<file path="src/rtl/weight_stream_sequencer.sv">
`default_nettype none
// ============================================================================
// Module   : weight_stream_sequencer
// Purpose  : Streams a weight tensor from a 1-cycle-latency memory onto an
//            AXI-Stream through a 2-entry buffer. Optional stall counter is
//            enabled by defining WSEQ_STALL_CNT_EN.
// Revision : 1.0 - initial release
// ============================================================================
module weight_stream_sequencer #(
    parameter  int WEIGHT_BDIM = 64,
    parameter  int WEIGHT_SDIM = 8,
    parameter  int ELEM_W      = 4,
    parameter  int NUM_BLOCKS  = 4,
    parameter  int NUM_REPS    = 2,
    localparam int BEAT_W      = WEIGHT_SDIM * ELEM_W,
    localparam int BPB         = WEIGHT_BDIM / WEIGHT_SDIM,
    localparam int DEPTH       = NUM_BLOCKS * BPB,
    localparam int AW          = (DEPTH > 1) ? $clog2(DEPTH) : 1
) (
    input  logic              ap_clk,
    input  logic              ap_rst_n,
    input  logic              ap_start,
    output logic              ap_idle,
    output logic              ap_done,
    output logic              mem_rd_en,
    output logic [AW-1:0]     mem_addr,
    input  logic [BEAT_W-1:0] mem_rdata,
    output logic [BEAT_W-1:0] weights_V_tdata,
    output logic              weights_V_tvalid,
    input  logic              weights_V_tready,
    output logic              weights_V_tlast,
    output logic [31:0]       stall_cnt
);

    localparam int c_rw = (NUM_REPS > 1) ? $clog2(NUM_REPS) : 1;
    localparam int c_bw = (BPB > 1) ? $clog2(BPB) : 1;
    localparam logic [AW-1:0]   c_last_addr = AW'(DEPTH - 1);
    localparam logic [c_rw-1:0] c_last_rep  = c_rw'(NUM_REPS - 1);
    localparam logic [c_bw-1:0] c_last_bidx = c_bw'(BPB - 1);

    typedef enum logic [1:0] {
        S_IDLE = 2'd0,
        S_RUN  = 2'd1,
        S_DONE = 2'd2
    } state_t;

    state_t            r_state;
    state_t            w_state_nxt;
    logic [AW-1:0]     r_addr;
    logic [c_rw-1:0]   r_rep;
    logic [c_bw-1:0]   r_bidx;
    logic              r_inflight;
    logic              r_inflight_last;
    logic [BEAT_W-1:0] r_data0;
    logic [BEAT_W-1:0] r_data1;
    logic              r_last0;
    logic              r_last1;
    logic [1:0]        r_count;
    logic              w_rd;
    logic              w_start;
    logic              w_space;
    logic              w_final_rd;
    logic              w_valid;
    logic              w_pop;
    logic              w_push;

    // Only issue a read when the buffer can absorb every outstanding response.
    assign w_space    = (r_count == 2'd0) || ((r_count == 2'd1) && !r_inflight);
    assign w_final_rd = (r_addr == c_last_addr) && (r_rep == c_last_rep);
    assign w_valid    = (r_count != 2'd0);
    assign w_pop      = w_valid && weights_V_tready;
    assign w_push     = r_inflight;

    always_ff @(posedge ap_clk or negedge ap_rst_n) begin
        if (!ap_rst_n) begin
            r_state <= S_IDLE;
        end else begin
            r_state <= w_state_nxt;
        end
    end

    always_comb begin
        w_state_nxt = r_state;
        w_rd        = 1'b0;
        w_start     = 1'b0;
        ap_idle     = 1'b0;
        ap_done     = 1'b0;
        case (r_state)
            S_IDLE: begin
                ap_idle = 1'b1;
                if (ap_start) begin
                    w_start     = 1'b1;
                    w_state_nxt = S_RUN;
                end
            end
            S_RUN: begin
                w_rd = w_space;
                if (w_space && w_final_rd) begin
                    w_state_nxt = S_DONE;
                end
            end
            S_DONE: begin
                if ((r_count == 2'd0) && !r_inflight) begin
                    ap_done     = 1'b1;
                    w_state_nxt = S_IDLE;
                end
            end
            default: w_state_nxt = S_IDLE;
        endcase
    end

    always_ff @(posedge ap_clk or negedge ap_rst_n) begin
        if (!ap_rst_n) begin
            r_addr <= '0;
            r_rep  <= '0;
            r_bidx <= '0;
        end else if (w_start) begin
            r_addr <= '0;
            r_rep  <= '0;
            r_bidx <= '0;
        end else if (w_rd) begin
            if (r_addr == c_last_addr) begin
                r_addr <= '0;
                r_rep  <= (r_rep == c_last_rep) ? '0 : r_rep + 1'b1;
            end else begin
                r_addr <= r_addr + 1'b1;
            end
            r_bidx <= (r_bidx == c_last_bidx) ? '0 : r_bidx + 1'b1;
        end
    end

    // The tlast tag travels alongside the read so it lands with its data.
    always_ff @(posedge ap_clk or negedge ap_rst_n) begin
        if (!ap_rst_n) begin
            r_inflight      <= 1'b0;
            r_inflight_last <= 1'b0;
        end else begin
            r_inflight      <= w_rd;
            r_inflight_last <= w_rd && (r_bidx == c_last_bidx);
        end
    end

    always_ff @(posedge ap_clk or negedge ap_rst_n) begin
        if (!ap_rst_n) begin
            r_data0 <= '0;
            r_data1 <= '0;
            r_last0 <= 1'b0;
            r_last1 <= 1'b0;
            r_count <= 2'd0;
        end else begin
            case ({w_push, w_pop})
                2'b10: begin
                    if (r_count == 2'd0) begin
                        r_data0 <= mem_rdata;
                        r_last0 <= r_inflight_last;
                    end else begin
                        r_data1 <= mem_rdata;
                        r_last1 <= r_inflight_last;
                    end
                    r_count <= r_count + 2'd1;
                end
                2'b01: begin
                    r_data0 <= r_data1;
                    r_last0 <= r_last1;
                    r_count <= r_count - 2'd1;
                end
                2'b11: begin
                    if (r_count == 2'd1) begin
                        r_data0 <= mem_rdata;
                        r_last0 <= r_inflight_last;
                    end else begin
                        r_data0 <= r_data1;
                        r_last0 <= r_last1;
                        r_data1 <= mem_rdata;
                        r_last1 <= r_inflight_last;
                    end
                end
                default: begin
                end
            endcase
        end
    end

    assign mem_rd_en        = w_rd;
    assign mem_addr         = r_addr;
    assign weights_V_tdata  = r_data0;
    assign weights_V_tvalid = w_valid;
    assign weights_V_tlast  = r_last0;

`ifdef WSEQ_STALL_CNT_EN
    logic [31:0] r_stall_cnt;

    always_ff @(posedge ap_clk or negedge ap_rst_n) begin
        if (!ap_rst_n) begin
            r_stall_cnt <= '0;
        end else if (w_start) begin
            r_stall_cnt <= '0;
        end else if (w_valid && !weights_V_tready && (r_stall_cnt != 32'hFFFF_FFFF)) begin
            r_stall_cnt <= r_stall_cnt + 32'd1;
        end
    end

    assign stall_cnt = r_stall_cnt;
`else
    assign stall_cnt = 32'd0;
`endif

endmodule
`default_nettype wire

</file>
<file path="config.mk">
export PLATFORM = sky130hd
export DESIGN_NAME = weight_stream_sequencer
export DESIGN_NICKNAME = d
export VERILOG_FILES = /design/src/rtl/weight_stream_sequencer.sv
export SDC_FILE = /design/constraint.sdc
export NUM_CORES = 1
export LEC_CHECK = 0
export CORE_AREA = 2 2 97 99
export CTS_CLUSTER_DIAMETER = 50
export CTS_CLUSTER_SIZE = 16
export DETAILED_ROUTE_END_ITERATION = 16
export DIE_AREA = 0 0 99 101
export PLACE_DENSITY = 0.86
export SLEW_MARGIN = 30
export SYNTH_ARGS = -nofsm -noshare
export SYNTH_HDL_FRONTEND = slang
export SYNTH_SLANG_ARGS = --single-unit
export TNS_END_PERCENT = 5
</file>
<file path="constraint.sdc">
create_clock -name ap_clk -period 2 [get_ports ap_clk]
set_input_delay 0.4 -clock ap_clk [delete_from_list [all_inputs] [get_ports ap_clk]]
set_output_delay 0.4 -clock ap_clk [all_outputs]
set_load 0.1 [all_outputs]
</file>
# Word-level counts from Yosys, hierarchy flattened

Index checks and enable logic that the tools add are counted.

Latch bits: 0
RAM bits: 0
Logic and storage cells: 83
Output and inout port bits: 74
ROM bits: 0
Input port bits: 36
Memories: 0
Register bits after elaboration: 81

Order comparisons: 0
Multipliers: 0
Shift-type cells: 0
Mux-type cells: 33
Divide/modulo/power cells: 0
Reductions and logical operators: 20
Add/sub/neg operators: 5
Equality and inequality tests: 14
Bitwise gates (word level): 0

Operators by type and width:

| operator                                            | count |
|---|---|
| two-way mux 32 bit                                  | 4 |
| one-hot mux 32 bit (3 select lines)                 | 1 |
| one-hot mux 32 bit (2 select lines)                 | 1 |
| two-way mux 5 bit                                   | 3 |
| two-way mux 1 bit                                   | 14 |
| inequality test 2 bit, second input constant        | 6 |
| nonzero test 2 bit                                  | 5 |
| two-way mux 3 bit                                   | 3 |
| equality test 2 x 1 -> 1 bit, second input constant | 3 |
| equality test 2 bit, second input constant          | 3 |
| logical AND 1 bit                                   | 6 |
| two-way mux 2 bit                                   | 3 |
| one-hot mux 2 bit (3 select lines)                  | 1 |
| AND reduction 3 bit                                 | 2 |
| adder 5 x 1 -> 5 bit, second input constant         | 1 |
| equality test 5 bit, second input constant          | 1 |
| logical NOT 2 bit                                   | 2 |
| one-hot mux 2 bit (2 select lines)                  | 1 |
| AND reduction 2 bit                                 | 2 |
| adder 3 x 1 -> 3 bit, second input constant         | 1 |
| equality test 3 bit, second input constant          | 1 |
| one-hot mux 1 bit (3 select lines)                  | 1 |
| nonzero test 3 bit                                  | 1 |
| adder 2 x 1 -> 2 bit, second input constant         | 1 |
| other kinds (5)                                     | 5 |

# Logic depth before layout (Yosys ltp)

Gate-level depths: netlist of run 1.

Word-level depth: 6
Gate-level depth with buffers: 9
Gate-level depth less buffers: 8

# Least setup slack after synthesis of run 1

No wires, ideal clock.

Path kind: register -> output
Start: register r_count[0]
End: output ap_done
Stages on the path, launching flop included: 5
Data arrival time: 3416 ps
Path buffers: 0
Setup slack: -1816 ps
Required time: 1600 ps
Cell sequence: dfrtp_1 > inv_1 > ha_1 > inv_1 > nor3_1

Longest elaborated chain between the ends: 4

RTL lines:

| element                | line | RTL |
|---|---|---|
| start, declared        | 58   | `logic [1:0] r_count;` |
| start signal, assigned | 160  | `r_count <= r_count + 2'd1;` |
| start signal, assigned | 165  | `r_count <= r_count - 2'd1;` |
| logical NOT 2 bit      | 103  | `if ((r_count == 2'd0) && !r_inflight) begin` |
| logical AND 1 bit      | 103  |  |
| two-way mux 1 bit      | 103  |  |
| two-way mux 1 bit      | 88   | `case (r_state)` |
| end, declared          | 24   | `output logic ap_done,` |

No other way between the ends.

# Worst setup path in the final report of run 1

Start: register r_count[0]
End: output mem_rd_en

Longest elaborated chain between the ends: 4
Elaborated cells between the ends (all ways): 5
Those cells by class: 1 x eq/ne; 1 x mux; 3 x reduce/logical

RTL lines:

| element                      | line | RTL |
|---|---|---|
| equality test 2 x 1 -> 1 bit | 68   | `assign w_space = (r_count == 2'd0) \|\| ((r_count == 2'd1) && !r_inflight);` |
| logical AND 1 bit            | 68   |  |
| logical OR 1 bit *           | 68   |  |
| two-way mux 1 bit *          | 88   |  |
| end, declared                | 25   | `output logic mem_rd_en,` |

Every way passes the cells marked *; elsewhere a longest branch is shown, timed or not.

==> metrics.txt, run 1 <==
status finished, final reports clean; Synth cell types 39; CP Launch Type flop; final net count 474; # port buffers 77; clk_skew 0.00914 ns; HPWL Detailed 5.20 mm; Crit. End Element output pin; Die Y 101 µm; via count 2719; Final Cycle Share 0.995; layout cells sized above 1 0.313; EDFF count, synth 0; CTS buffer count 9; CTS Sinks 81; MaxCap Viol Count 0; drt drc 0; Routability Congestion 0.799; FF+latch count, synth about 80; ant diodes 0; Crit path required time 1.60 ns; setup violators final 0; 1st-iter DRT viols 108; DR pass1 iterations 4; total gr overflow 0; CP Data Arrival Time roughly 1.6 ns; Placed Area 0.00463 mm²; die extent in x 99 µm; Seq/Total Area, Yosys 0.536; crit-path max FO 3; Post-Syn Area between 0.003 and 0.004 mm²; CP Class reg -> out; Mapped Cells roughly 330; GRT Overall Usage 0.158; FP Rows 35; vias per cell 5.01; CP max stage delay 0.41 ns; Clock Path Buffers 2; Area Overhead vs Synth 33.2%; num ports 110; Final Max Tran Viols 0; antenna viol nets, final 0; Max Freq about 0.5 GHz; Crit-path slowest cell dfrtp_1; Worst-path clk slew 0.08 ns; Avg WL per Cell 15.2 µm; CTS tree built; Critical Path, Cell by Cell ha_1 -> nor2b_2 -> o21bai_4 -> clkinv_2 -> buf_12; Die Area around 0.010 mm²; vias in the first global route 2668; first-pass GRT wire length 12.7 mm; synth warn 0; later-pin clock latency in the skew report around 0.34 ns; post-layout min period 1.99 ns; ys async rst share 1.00; initial antenna violation count 0; Final Cell Area 0.00504 mm²; RSZ-0062 raised after global routing true; Worst Hold Class in -> async; Clock Root Buffer clkbuf_8; FILL cells between 700 and 800; Initial Util 0.421; Synth Flop Type dfrtp_1; endpoints failing hold 0; largest net degree at the start of global routing 59; area of the core about 0.0090 mm²; H-tree depth 3; Post-Route WL between 8 and 9 mm; Synth Area per Inst 11.4 µm²
-- Yosys cell counts (2+ instances only) --
library cell / n / area (µm²)
dfrtp_1: 81 / 2030
nand2_1: 50 / 188
a22oi_1: 33 / 248
buf_4: 33 / 248
mux2_2: 33 / 372
o21ai_0: 25 / 125
o21ai_1: 11 / 55.1
ha_1: 9 / 113
inv_1: 6 / 22.5
nand3_1: 6 / 30.0
buf_6: 5 / 56.3
buf_1: 3 / 11.3
buf_2: 3 / 15.0
clkbuf_8: 3 / 41.3
clkbuf_1: 2 / 7.51
nand2b_1: 2 / 12.5
nor2_1: 2 / 7.51
nor2b_2: 2 / 17.5
o211ai_1: 2 / 15.0
xnor2_1: 2 / 17.5
-- layer usage --
layer	GRT usage	vias to the layer above	share of wire
li1	-	1288	-
met1	0.209	1315	0.43
met2	0.260	108	0.49
met3	0.0347	8	0.072
met4	0.0485	0	0.0097
met5	0	-	0
-- registers in the layout, summed over array words and instances, names as in the netlist --
signal	flops
r_last1	1
r_state	2
r_inflight	1
weights_V_tlast	1
r_rep	1
r_inflight_last	1
r_data1	32
weights_V_tdata	32
mem_addr	5
r_bidx	3
r_count	2
-- critical path, delay by kind of cell, from the launching register on --
| family | cells | cell delay [ns] |
|---|---|---|
| DFF | 1 | 0.41 |
| buffers and inverters | 2 | 0.27 |
| adders and majority gates | 1 | 0.25 |
| and+or+nand+nor | 1 | 0.19 |
| AOI/OAI and AO/OA | 1 | 0.14 |
-- metrics by stage --
stage,std cells,hold slack [ns],utilization,TNS [ns],setup slack [ns]
final,543,0.485,0.561,0,0.0109
after global routing,543,0.517,0.561,-1.10,-0.0714
after CTS,535,0.489,0.544,-0.0290,-0.0290
after detailed placement,517,0.322,0.516,-14.27,-0.279
after global placement,517,0.309,0.516,-9.99,-0.225
after floorplan,363,0.104,-,-0.418,-0.418
-- area by class of cell --
class	instances	area, µm²	area share
Clock buffer	11	151	0.0300
Sequential cell	81	2030	0.403
Inverter	7	31.3	0.00621
Clock inverter	3	65.1	0.0129
Tap cell	111	139	0.0276
Timing Repair Buffer	104	1090	0.216
Multi-Input combinational cell	226	1540	0.305
-- cells by family (layout without fill, tap and decap cells) --
family / after synthesis / in the layout / synth area share
adders and majority gates: 9 / 9 / 0.0298
DFF: 81 / 81 / 0.536
AOI/OAI and AO/OA: 80 / 80 / 0.139
xor gates and xnor gates: 2 / 2 / 0.00463
buffers and inverters: 56 / 125 / 0.107
and+or+nand+nor: 69 / 69 / 0.0817
muxes: 34 / 34 / 0.101
other: 1 / 32 / 0.000991
-- layout by cell type, fill, tap and decap left out, types with 4 or more instances in the layout --
master           count
ha_1                 6
nand2_1             50
clkdlybuf4s50_1     34
a22oi_1             33
buf_12              11
buf_4               51
o21ai_1             11
conb_1              32
dfrtp_1             79
mux2_2              33
nand3_1              6
o21ai_0             24
clkbuf_16            4
clkbuf_8            11
-- timing repair --
| item | in CTS | in global routing |
|---|---|---|
| hold buffers | 1 | 0 |
| setup buffers | 3 | 3 |
| gates resized for setup | 1 | 6 |
| cloned | 0 | 5 |
| endpoints found under the hold margin | 23 | 0 |
| pin swaps | 1 | 4 |
| endpoints found under the setup margin | 2 | 61 |
-- path summary, 6_finish.rpt --
| path | startpoint | slack (ns) | end | cells after the start |
|---|---|---|---|---|
| worst min-delay path | ap_rst_n | 0.49 | weights_V_tdata[25] | 2 |
| min in group ap_clk | weights_V_tdata[7] | 0.49 | weights_V_tdata[7] | 2 |
| max in group asynchronous | ap_rst_n | 0.87 | mem_addr[1] | 3 |
| worst min register to register | weights_V_tdata[7] | 0.49 | weights_V_tdata[7] | 2 |
| worst max register to register | r_count[0] | 0.06 | r_data1[28] | 9 |
| worst max-delay path | r_count[0] | 0.01 | mem_rd_en | 5 |
Power of run 1 is left out: the tool's default activity adds up to more than one toggle a clock period on the data nets, which glitch-free logic cannot reach.
==> inputs of run 2 (changes only) <==
CTS_CLUSTER_SIZE = unset   (was 16)
GPL_TIMING_DRIVEN = 0   (was unset)
==> run 2 against run 1 <==
Hold slack got worse by 0.46 ns. Clock skew decreased by 0.0010 ns. Count of clock-buffer cells in the layout decreased by 1. Die area unchanged. Critical path depth unchanged. Largest cell class unchanged. Flip-flop and latch count unchanged. Cell area increased by 8.2%. The flow now finishes with violations (negative setup slack). Fmax decreased by 3.4%.
==> metrics.txt, run 2 (same netlist as run 1, synthesis figures left out) <==
Die Area 0.0100 mm² (unchanged); Sum Neg Setup Slack -0.668 ns (-0.668 ns); CP Launch Type flop; vias in the first global route 2745 (+2.9%); endpoints failing hold 0 (unchanged); worst-margin pin slew 0.967 ns; Avg WL per Cell 15.2 µm (-0.22%); fin worst setup slack -0.0599 ns (-0.0708 ns); num ports 110 (unchanged); setup violators final 27 (+27); CP max stage delay 0.43 ns (+0.02 ns); later-pin clock latency in the skew report 0.34 ns (about the same); CTS Sinks 81 (unchanged); CTS buffer count 9 (unchanged); via count 2900 (+6.7%); Final Cycle Share 1.03 (+0.0354); CTS tree built; initial antenna violation count 0 (unchanged); Post-CTS Hold Buffers 0 (-1); status finished with violations; CP Data Arrival Time 1.66 ns (+0.07 ns); total gr overflow 0 (unchanged); failing checks negative setup slack; MaxCap Viol Count 0 (unchanged); Die Y 101 µm (unchanged); Post-Route WL 8.84 mm (+6.9%); layout cells sized above 1 0.308 (-0.00464); Final Max Tran Viols 0 (unchanged); ant diodes 0 (unchanged); DR pass1 iterations 4 (unchanged); HPWL Detailed 5.97 mm (+15%); commonest non-fill, non-tap cell in the layout dfrtp_1; worst slack, placed -0.618 ns (-0.339 ns); Worst-path clk slew 0.08 ns (about the same); Routability Congestion 0.807 (+0.94%); antenna viol nets, final 0 (unchanged); H-tree depth 3 (unchanged); drt drc 0 (unchanged); Clock Path Buffers 2 (unchanged); FILL cells 754 (-0.66%); area of the core 0.00898 mm² (unchanged); crit-path max FO 4 (+1); Critical Path, Cell by Cell inv_2 -> ha_4 -> buf_4 -> clkinvlp_4 -> buf_2; Crit-path slowest cell buf_2; commonest non-fill, non-tap cells in the layout dfrtp_1, nand2_1, buf_4, clkdlybuf4s50_1, a22oi_1; Initial Util 0.421 (unchanged); final net count 512 (+8.0%); 1st-iter DRT viols 128 (+19%); Clock Root Buffer clkbuf_8; Max-slew headroom 0.358; Area Overhead vs Synth 44.1%; Crit path required time 1.60 ns (about the same); vias per cell 4.98 (-0.49%); Crit. End Element output pin; clk_skew 0.00810 ns (-0.00103 ns); GRT Overall Usage 0.166 (+0.00830); die extent in x 99 µm (unchanged); # port buffers 77 (unchanged); post-layout min period 2.06 ns (+0.0708 ns); CP Class reg -> out; Max Freq 0.485 GHz (-3.4%); largest net degree at the start of global routing 45 (-24%); first-pass GRT wire length 13.1 mm (+3.1%); Worst Hold Class in -> async; RSZ-0062 raised after global routing true; FP Rows 35 (unchanged)
## run 2: final cells by class
cell class	count	area, µm²	share of cell area
plain buffers	49	405	0.0744
clock buffers	10	138	0.0252
clock inverters	5	104	0.0190
inverters	7	35.0	0.00643
multi-input cells	226	1660	0.304
flip-flops and latches	81	2030	0.373
well taps	111	139	0.0255
repair buffers	93	945	0.173
## run 2: metrics by stage
| step | std cells | utilization | hold WS, ns | area [µm²] |
|---|---|---|---|---|
| 3_3_place_gp | 551 | 0.540 | 0.463 | 4850 |
| 4_1_cts | 567 | 0.571 | 0.0266 | 5120 |
| 6_report | 582 | 0.607 | 0.0235 | 5450 |
| 5_1_grt | 582 | 0.607 | 0.0503 | 5450 |
| 3_5_place_dp | 552 | 0.542 | 0.407 | 4870 |
| 2_1_floorplan | 363 | - | 0.104 | 3940 |
## run 2: per-layer routing
metal	share of wire	GRT usage	up-vias	routed length, µm
met5	0	0	-	0
met4	0.0059	0.0548	0	52
met3	0.060	0.0312	8	527
met2	0.50	0.284	113	4450
met1	0.43	0.213	1413	3800
li1	-	-	1366	-
## run 2: critical path, delay by kind of cell (launching register included)
family	cells	cell delay, ns
buffers and inverters	4	0.73
flip-flops	1	0.41
adder cells (fa/ha/maj)	1	0.18
## run 2: timing repair
action	4_1_cts	5_1_grt
setup endpoints to repair	105	78
gates resized for setup	83	55
gates cloned	0	3
setup buffers	0	12
pin swaps	0	3
## run 2: final timing paths
kind,from,to,slack (ns),cells past startpoint
max in group asynchronous,ap_rst_n,weights_V_tdata[3],1.37,2
min in group ap_clk,weights_V_tdata[5],weights_V_tdata[5],0.47,2
setup reg to reg,r_count[0],r_data1[22],-0.04,9
hold reg to reg,weights_V_tdata[5],weights_V_tdata[5],0.47,2
setup / recovery,r_count[0],weights_V_tvalid,-0.06,5
hold / removal,ap_rst_n,r_data1[25],0.02,1
Power of run 2 is left out for the same reason.
